--- src/rtl/uart_tx_fifo.sv ---
// uart_tx_fifo: buffered UART transmitter with a write-side FIFO.
// Frames are start bit, DATA_BITS data bits LSB first, optional even parity
// bit, and one stop bit; the FIFO is drained back-to-back with no idle gap.
// Optional feature macro: UART_TX_PARITY_EN (adds an even-parity bit per frame).
//
// TX FSM states:
//   state     | meaning
//   ST_IDLE   | line idle high, waiting for a queued entry
//   ST_START  | start bit (line low) for CLK_DIV cycles
//   ST_DATA   | data bits, LSB first, CLK_DIV cycles each
//   ST_PARITY | even parity bit (only when UART_TX_PARITY_EN is defined)
//   ST_STOP   | stop bit (line high); pops the next entry straight into START

module uart_tx_fifo #(
    parameter int CLK_DIV    = 4,
    parameter int DATA_BITS  = 8,
    parameter int FIFO_DEPTH = 16
) (
    input  logic                              clk,
    input  logic                              rst,
    input  logic                              wr_en,
    input  logic [DATA_BITS-1:0]              wr_data,
    output logic                              full,
    output logic                              empty,
    output logic [$clog2(FIFO_DEPTH+1)-1:0]   count,
    output logic                              overflow,
    output logic                              busy,
    output logic                              uart_tx
);

    localparam int PTR_W  = $clog2(FIFO_DEPTH);
    localparam int CNT_W  = $clog2(FIFO_DEPTH + 1);
    localparam int BAUD_W = $clog2(CLK_DIV);
    localparam int IDX_W  = $clog2(DATA_BITS);

    localparam logic [BAUD_W-1:0] BAUD_LOAD = BAUD_W'(CLK_DIV - 1);
    localparam logic [IDX_W-1:0]  IDX_LAST  = IDX_W'(DATA_BITS - 1);
    localparam logic [CNT_W-1:0]  CNT_FULL  = CNT_W'(FIFO_DEPTH);

    typedef enum logic [2:0] {
        ST_IDLE,
        ST_START,
        ST_DATA,
`ifdef UART_TX_PARITY_EN
        ST_PARITY,
`endif
        ST_STOP
    } state_t;

    // FIFO storage and bookkeeping
    logic [DATA_BITS-1:0] mem_q [FIFO_DEPTH];
    logic [PTR_W-1:0]     wr_ptr_q, wr_ptr_d;
    logic [PTR_W-1:0]     rd_ptr_q, rd_ptr_d;
    logic [CNT_W-1:0]     count_q, count_d;
    logic                 full_q, full_d;
    logic                 empty_q, empty_d;
    logic                 overflow_q, overflow_d;
    logic                 wr_accept;
    logic                 pop;
    logic [DATA_BITS-1:0] head;

    // Transmitter state
    state_t               state_q;
    logic [BAUD_W-1:0]    baud_q;
    logic [IDX_W-1:0]     bit_idx_q;
    logic [DATA_BITS-1:0] shift_q;
    logic                 busy_q;
    logic                 uart_tx_q;
`ifdef UART_TX_PARITY_EN
    logic                 parity_q;
`endif

    assign head = mem_q[rd_ptr_q];

    // Pop whenever the transmitter is ready for a new frame and data is waiting.
    always_comb begin
        pop = 1'b0;
        if (!empty_q) begin
            if (state_q == ST_IDLE) begin
                pop = 1'b1;
            end else if (state_q == ST_STOP && baud_q == '0) begin
                pop = 1'b1;
            end
        end
    end

    // Next-state for pointers, occupancy and flags; full is sampled pre-edge.
    always_comb begin
        wr_accept  = wr_en && !full_q;
        wr_ptr_d   = wr_ptr_q;
        rd_ptr_d   = rd_ptr_q;
        count_d    = count_q;
        overflow_d = wr_en && full_q;
        if (wr_accept) begin
            wr_ptr_d = wr_ptr_q + PTR_W'(1);
        end
        if (pop) begin
            rd_ptr_d = rd_ptr_q + PTR_W'(1);
        end
        case ({wr_accept, pop})
            2'b10:   count_d = count_q + CNT_W'(1);
            2'b01:   count_d = count_q - CNT_W'(1);
            default: count_d = count_q;
        endcase
        full_d  = (count_d == CNT_FULL);
        empty_d = (count_d == '0);
    end

    // FIFO control registers.
    always_ff @(posedge clk or posedge rst) begin
        if (rst) begin
            wr_ptr_q   <= '0;
            rd_ptr_q   <= '0;
            count_q    <= '0;
            full_q     <= 1'b0;
            empty_q    <= 1'b1;
            overflow_q <= 1'b0;
        end else begin
            wr_ptr_q   <= wr_ptr_d;
            rd_ptr_q   <= rd_ptr_d;
            count_q    <= count_d;
            full_q     <= full_d;
            empty_q    <= empty_d;
            overflow_q <= overflow_d;
        end
    end

    // FIFO storage; contents need no reset because the pointers define validity.
    always_ff @(posedge clk) begin
        if (wr_accept) begin
            mem_q[wr_ptr_q] <= wr_data;
        end
    end

    // TX FSM with registered line and busy outputs.
    always_ff @(posedge clk or posedge rst) begin
        if (rst) begin
            state_q   <= ST_IDLE;
            baud_q    <= '0;
            bit_idx_q <= '0;
            shift_q   <= '0;
            busy_q    <= 1'b0;
            uart_tx_q <= 1'b1;
`ifdef UART_TX_PARITY_EN
            parity_q  <= 1'b0;
`endif
        end else begin
            case (state_q)
                ST_IDLE: begin
                    uart_tx_q <= 1'b1;
                    if (pop) begin
                        shift_q   <= head;
`ifdef UART_TX_PARITY_EN
                        parity_q  <= ^head;
`endif
                        state_q   <= ST_START;
                        baud_q    <= BAUD_LOAD;
                        uart_tx_q <= 1'b0;
                        busy_q    <= 1'b1;
                    end
                end
                ST_START: begin
                    if (baud_q == '0) begin
                        state_q   <= ST_DATA;
                        baud_q    <= BAUD_LOAD;
                        bit_idx_q <= '0;
                        uart_tx_q <= shift_q[0];
                        shift_q   <= shift_q >> 1;
                    end else begin
                        baud_q <= baud_q - BAUD_W'(1);
                    end
                end
                ST_DATA: begin
                    if (baud_q == '0) begin
                        baud_q <= BAUD_LOAD;
                        if (bit_idx_q == IDX_LAST) begin
`ifdef UART_TX_PARITY_EN
                            state_q   <= ST_PARITY;
                            uart_tx_q <= parity_q;
`else
                            state_q   <= ST_STOP;
                            uart_tx_q <= 1'b1;
`endif
                        end else begin
                            bit_idx_q <= bit_idx_q + IDX_W'(1);
                            uart_tx_q <= shift_q[0];
                            shift_q   <= shift_q >> 1;
                        end
                    end else begin
                        baud_q <= baud_q - BAUD_W'(1);
                    end
                end
`ifdef UART_TX_PARITY_EN
                ST_PARITY: begin
                    if (baud_q == '0) begin
                        state_q   <= ST_STOP;
                        baud_q    <= BAUD_LOAD;
                        uart_tx_q <= 1'b1;
                    end else begin
                        baud_q <= baud_q - BAUD_W'(1);
                    end
                end
`endif
                ST_STOP: begin
                    if (baud_q == '0) begin
                        if (pop) begin
                            shift_q   <= head;
`ifdef UART_TX_PARITY_EN
                            parity_q  <= ^head;
`endif
                            state_q   <= ST_START;
                            baud_q    <= BAUD_LOAD;
                            uart_tx_q <= 1'b0;
                        end else begin
                            state_q   <= ST_IDLE;
                            uart_tx_q <= 1'b1;
                            busy_q    <= 1'b0;
                        end
                    end else begin
                        baud_q <= baud_q - BAUD_W'(1);
                    end
                end
                default: begin
                    state_q   <= ST_IDLE;
                    uart_tx_q <= 1'b1;
                    busy_q    <= 1'b0;
                end
            endcase
        end
    end

    assign full     = full_q;
    assign empty    = empty_q;
    assign count    = count_q;
    assign overflow = overflow_q;
    assign busy     = busy_q;
    assign uart_tx  = uart_tx_q;

endmodule

--- config.mk ---
export PLATFORM = sky130hd
export DESIGN_NAME = uart_tx_fifo
export DESIGN_NICKNAME = d
export VERILOG_FILES = /design/src/rtl/uart_tx_fifo.sv
export SDC_FILE = /design/constraint.sdc
export NUM_CORES = 1
export LEC_CHECK = 0
export ABC_AREA = 1
export BUFFER_PORTS_ARGS = -buffer_cell sky130_fd_sc_hd__buf_4
export CAP_MARGIN = 20
export CORE_MARGIN = 10
export CORE_UTILIZATION = 62
export CTS_CLUSTER_DIAMETER = 150
export DETAILED_ROUTE_END_ITERATION = 7
export PLACE_DENSITY = 0.77
export SETUP_SLACK_MARGIN = 0.15
export SLEW_MARGIN = 20
export SYNTH_ARGS = -nofsm -noshare
export SYNTH_HDL_FRONTEND = slang
export SYNTH_SLANG_ARGS = --single-unit
--- constraint.sdc ---
create_clock -name clk -period 3.1 [get_ports clk]
set_input_delay 0.62 -clock clk [delete_from_list [all_inputs] [get_ports clk]]
set_output_delay 0.62 -clock clk [all_outputs]
set_load 0.01 [all_outputs]
### Yosys cells after proc, flatten, opt, wreduce, memory -nomap -nowiden

Memories as Yosys holds them, arrays and structs flattened.
Cells that the tools add are included.

* add/subtract/negate cells: 6
* eq/ne operators: 14
* mux-type cells: 37
* bitwise logic cells: 1
* reductions and logical operators: 16

Operator list (number)
* 8-bit two-way mux: 5
* 8-bit case mux with 4 select lines: 1
* 3-bit two-way mux: 8
* 1-bit two-way mux: 14
* 2-bit != test (second input constant): 6
* 3-bit case mux with 4 select lines: 1
* 5-bit case mux with 2 select lines: 1
* 5-bit AND reduction: 2
* 4-bit by 1-bit adder with 4-bit output (second input constant): 2
* 4-bit AND reduction: 2
* 3-bit by 2-bit == test with 1-bit output (second input constant): 2
* 2-bit two-way mux: 3
* 2-bit case mux with 3 select lines: 1
* 3-bit case mux with 2 select lines: 1
* 5-bit by 1-bit adder with 5-bit output (second input constant): 1
* 5-bit == test (second input constant): 1
* 5-bit zero test: 1
* 5-bit by 1-bit subtractor with 5-bit output (second input constant): 1
* 1-bit case mux with 4 select lines: 1
* 4-bit nonzero test: 1
* 3-bit by 1-bit adder with 3-bit output (second input constant): 1
* 3-bit by 1-bit == test with 1-bit output (second input constant): 1
* 3-bit == test (second input constant): 1
* 1-bit logical AND: 3
* other kinds (13): 13

* flip-flop bits (word level): 34
* memory bits (writable): 128
* input bits: 11
* output and inout port bits: 10
* memories kept: 1

Memories
* mem_q: depth 16, width 8, rd ports 1, clocked after Yosys merged registers in 0, write ports 1, RTL line 51 `logic [DATA_BITS-1:0] mem_q [FIFO_DEPTH];`

### Depth between registers and ports, before layout

* word-level depth: 8
* mapped depth: 20
* depth with buffers taken out: 20

### Least setup slack after synthesis

OpenSTA, ideal clock, no wires.

* path kind: input-to-reg
* from: input wr_en
* to: register empty_q, in the netlist empty
* setup time: 0.067 ns
* arrival: 2.181 ns
* data required time: 3.033 ns
* setup slack: 0.852 ns
* stages: 13
* path buffers: 0
* cell sequence: inv_1 nor2_2 inv_1 ha_1 nand2_1 inv_1 nor2_1 ha_1 o21ai_0 nand2_1 nor2_1 nand3_1 nor2_1

* word-level cells in the longest chain between the ends: 4

RTL lines
* from (decl): RTL line 21 `input logic wr_en,`
* 1-bit logical AND (*): RTL line 89 `wr_accept = wr_en && !full_q;`
* 2-bit by 1-bit == test with 1-bit output or 2-bit == test (tied branches): RTL line 100 `case ({wr_accept, pop})`
* 5-bit case mux with 2 select lines (*): RTL line 100
* 5-bit zero test (*): RTL line 106 `empty_d = (count_d == '0);`
* named net empty_d: RTL line 56 `logic empty_q, empty_d;`
* to (signal assigned): RTL line 123 `empty_q <= empty_d;`
* to (decl): RTL line 56

The timed path passes the listed nets; every way through them passes the cells marked *.
A chain may end at the register's enable or synchronous reset.

### Worst setup path after layout

* from: register state_q[0]
* to: register empty_q, in the netlist empty

* word-level cells in the longest chain between the ends: 8

RTL lines
* from (decl): RTL line 63 `state_t state_q;`
* from (signal assigned): RTL line 138 `state_q <= ST_IDLE;`
* from (signal assigned): RTL line 156 `state_q <= ST_START;`
* from (signal assigned): RTL line 164 `state_q <= ST_DATA;`
* 3-bit by 2-bit == test with 1-bit output: RTL line 81 `end else if (state_q == ST_STOP && baud_q == '0) begin`
* 1-bit logical AND: RTL line 81
* 1-bit two-way mux: RTL line 81
* 1-bit two-way mux (*): RTL line 79 `if (state_q == ST_IDLE) begin`
* 1-bit two-way mux (*): RTL line 78 `if (!empty_q) begin`
* named net pop: RTL line 59 `logic pop;`
* 2-bit by 1-bit == test with 1-bit output or 2-bit == test (tied branches): RTL line 100
* 5-bit case mux with 2 select lines (*): RTL line 100
* 5-bit zero test (*): RTL line 106
* named net empty_d: RTL line 56

Marks and branches as above.

==> flow_metrics.tcl <==
set metrics [dict create \
    outcome "complete, no violations" \
    dp.cells 880 \
    track_usage_pct 18.84 \
    first_iter_violations 480 \
    start_util_pct 63.61 \
    switchingPower_mw 3.237 \
    clockBufferDepth 2 \
    yosysTopAreaCellShare_pct 52.69 \
    clock_skew_ps 6.672 \
    leakagePower_nw 3.571 \
    final_cells 909 \
    max_stage_delay_ps 420 \
    p_int_mw 5.044 \
    fin_area_um2 8130 \
    cp_cell_sequence "inv_1 > ha_1 > inv_1 > nand2_2 > nand2_4 > inv_4 > ha_1 > nor2_1 > nor2_1 > ha_1 > o21ai_0 > nand2_1 > nor2_1 > nand3_1 > nor2_1" \
    vdd_drop_max_v 0.0008436 \
    crit_path_frequent_cell "nor2_1" \
    avgRoutedWirePerCell_um 16.40 \
    synth.distinct_cells 33 \
    area_delta_synth_final_pct 11.46 \
    max_freq_mhz 387.6 \
    period_share_pct 83.21 \
    worstPathRequired_ps 3460 \
    crit_arrival_ps 2930 \
    min_period_ps 2580 \
    finalSetupViolCount 0 \
    cts_tree "done" \
    crit_path_end_kind "flip-flop" \
    n_antenna_cell 0 \
    cts_hold_buf 0 \
    nFillCells 792 \
    maxCapViolations 0 \
    rows 39 \
    io_pins 21 \
    hold_viol 0 \
    clk_latency_ps 420 \
    fin_util_pct 70.90 \
    drt-total-wl_um 14910 \
    syn-num-nets 762 \
    finalMaxSlewViolations 0 \
    slowest_stage "dfrtp_1" \
    layout.nets 786 \
    via_count 4987 \
    grt_pass1_vias 4738 \
    dp_hpwl_um 9535 \
    drive_above_1_share_pct 9.138 \
    synth-seq-area-share_pct 64.05 \
    syn_area_um2 7294 \
    cp-start-kind "flip-flop" \
    postSynthCellCount 732 \
    portBuffers 20 \
    min_path_type "in2async" \
    detailed_place.area_um2 7576 \
    ctsHtreeMaxLevel 4 \
    grt_overflow 0 \
    root_buffer "clkbuf_16" \
    cts_resized 0 \
    synth_top_cell_by_area "edfxtp_1" \
    drtPass1Iterations 5 \
    dieArea_um2 16500 \
    drc 0 \
    tightest_slew_ps 780.5 \
    netlist_top_cells_area "edfxtp_1, nand2_1, dfrtp_1, nand3_1, inv_1" \
    die_y_um 128.5 \
    core_area_um2 11470 \
    cts_sinks 161 \
    antenna_left 0 \
    maxSlewHeadroom_pct 47.77 \
    synth_warnings 0 \
    cp_max_fo 9 \
    setup_tns_ps 0 \
    p_per_area_nw_per_um2 1019 \
    combPwrFrac_pct 40.1 \
    cts_setup_buffers 0 \
    rsz0062_at_grt "false" \
    clkTransAtPathRegs_ps 60 \
    via_per_inst 5.486 \
    antenna_found_initial 0 \
    seqPwrFrac_pct 35.7 \
    cts_buffers 17 \
    synth-seq-cells 161 \
    power_mw 8.281 \
    grt_max_degree 73 \
    gp_congestion 0.9008 \
    switching_share_pct 39.09 \
    die_x_um 128.5 \
    grt_pass1_wl_um 24210 \
    crit_type "reg2reg" \
    syn_avg_cell_area_um2 9.965 \
    power_frac_clock_pct 24.2 \
]
[critical path, delay by kind of cell (launching register included)]
kind / cells / cell delay, ps
flops: 1 / 420
compound gates: 1 / 230
simple gates: 8 / 790
buf+inv: 3 / 330
fa+ha+maj: 3 / 720
[per-layer routing]
layer | global-route usage (%) | routed length (um) | up-vias
met5 | 0 | 0 | -
met4 | 7.550 | 286 | 0
met3 | 5.216 | 1013 | 28
met2 | 28.69 | 6998 | 183
met1 | 25.16 | 6607 | 2342
li1 | - | - | 2434
[placed cells by master (no fill, tap or decap), types with 3 or more instances in the layout]
master and instances:
inv_2 5, nand2_1 227, clkbuf_16 17, buf_4 29, o21ai_0 18, edfxtp_1 128
dfrtp_1 30, clkinv_1 4, o211ai_1 4, a21oi_1 9, a22oi_1 3, inv_1 81
clkinv_2 4, xor2_1 8, o21ai_1 6, bufinv_16 3, clkbuf_1 3, nand3_1 83
ha_1 19, nor2_1 65
[logic make-up after synthesis]
kind of cell             after synthesis  share of synthesized area (%)
buffers and inverters                114                          6.484
multiplexers                           1                         0.1372
XOR/XNOR                               8                         0.9606
flip-flops                           161                          64.05
AND/OR/NAND/NOR                      386                          21.78
adder cells (fa/ha/maj)               19                          3.259
AO/OA/AOI/OAI                         43                          3.328
[power by group through the flow]
stage                     clock, mW  combinational (mW)  sequential (mW)
final                          2.00                3.32             2.96
after detailed placement          0                3.27             2.99
after global routing           2.10                3.78             3.00
after global placement            0                3.18             2.98
after floorplan                   0                2.49             2.95
after CTS                      2.02                3.31             2.95
[registers in the layout, indices dropped and copies added, names as in the netlist, 2 cells and up]
signal / flops
baud_q: 2
bit_idx_q: 3
count: 5
mem_q: 128
rd_ptr_q: 4
shift_q: 8
state_q: 2
wr_ptr_q: 4
[cell usage after synthesis]
cell type	n
clkinv_1	2
dfstp_2	2
mux2i_1	1
or2_1	1
nor3_1	2
o21ai_2	1
a21oi_1	9
buf_4	2
edfxtp_1	128
nand4_1	1
o21ai_0	18
o211ai_1	4
clkbuf_1	5
xor2_1	8
nand2_4	1
nand2_2	2
o21ai_1	6
nand3b_1	1
o221ai_1	1
nor2_1	65
o21bai_1	1
dfrtp_1	31
nor2_4	1
nor2_2	2
buf_6	2
ha_1	19
inv_4	1
buf_2	16
a22oi_1	3
inv_1	81
nand3_1	83
nand2_1	227
inv_2	5
[final cells by class]
class | count | area [um2] | share of cell area [%]
flip-flops and latches | 161 | 4673 | 57.48
clock inverters | 9 | 117.6 | 1.447
clock buffers | 20 | 436.7 | 5.371
inverters | 89 | 336.6 | 4.140
multi-input cells | 457 | 2150 | 26.44
well taps | 143 | 178.9 | 2.201
repair buffers | 30 | 237.7 | 2.924
[path summary, 6_finish.rpt]
path	startpoint	to	slack (ps)	depth (start not counted)
worst max-delay path	state_q[0]	empty	520	15
worst min-delay path	rst	bit_idx_q[0]	210	2
worst max register to register	state_q[0]	empty	520	15
worst min register to register	shift_q[7]	shift_q[7]	480	2
max in group asynchronous	rst	empty	2170	3
min in group clk	wr_en	overflow	390	3
[per-stage QoR]
step                hold WS [ps]  worst slack, ps
global route               247.6            230.5
CTS                        217.4            543.5
detailed placement         464.4            517.1
floorplan                  442.6            851.9
global placement           466.9            612.7
finish                     209.8            520.3
Note: power is estimated with default switching activity, not from simulation.
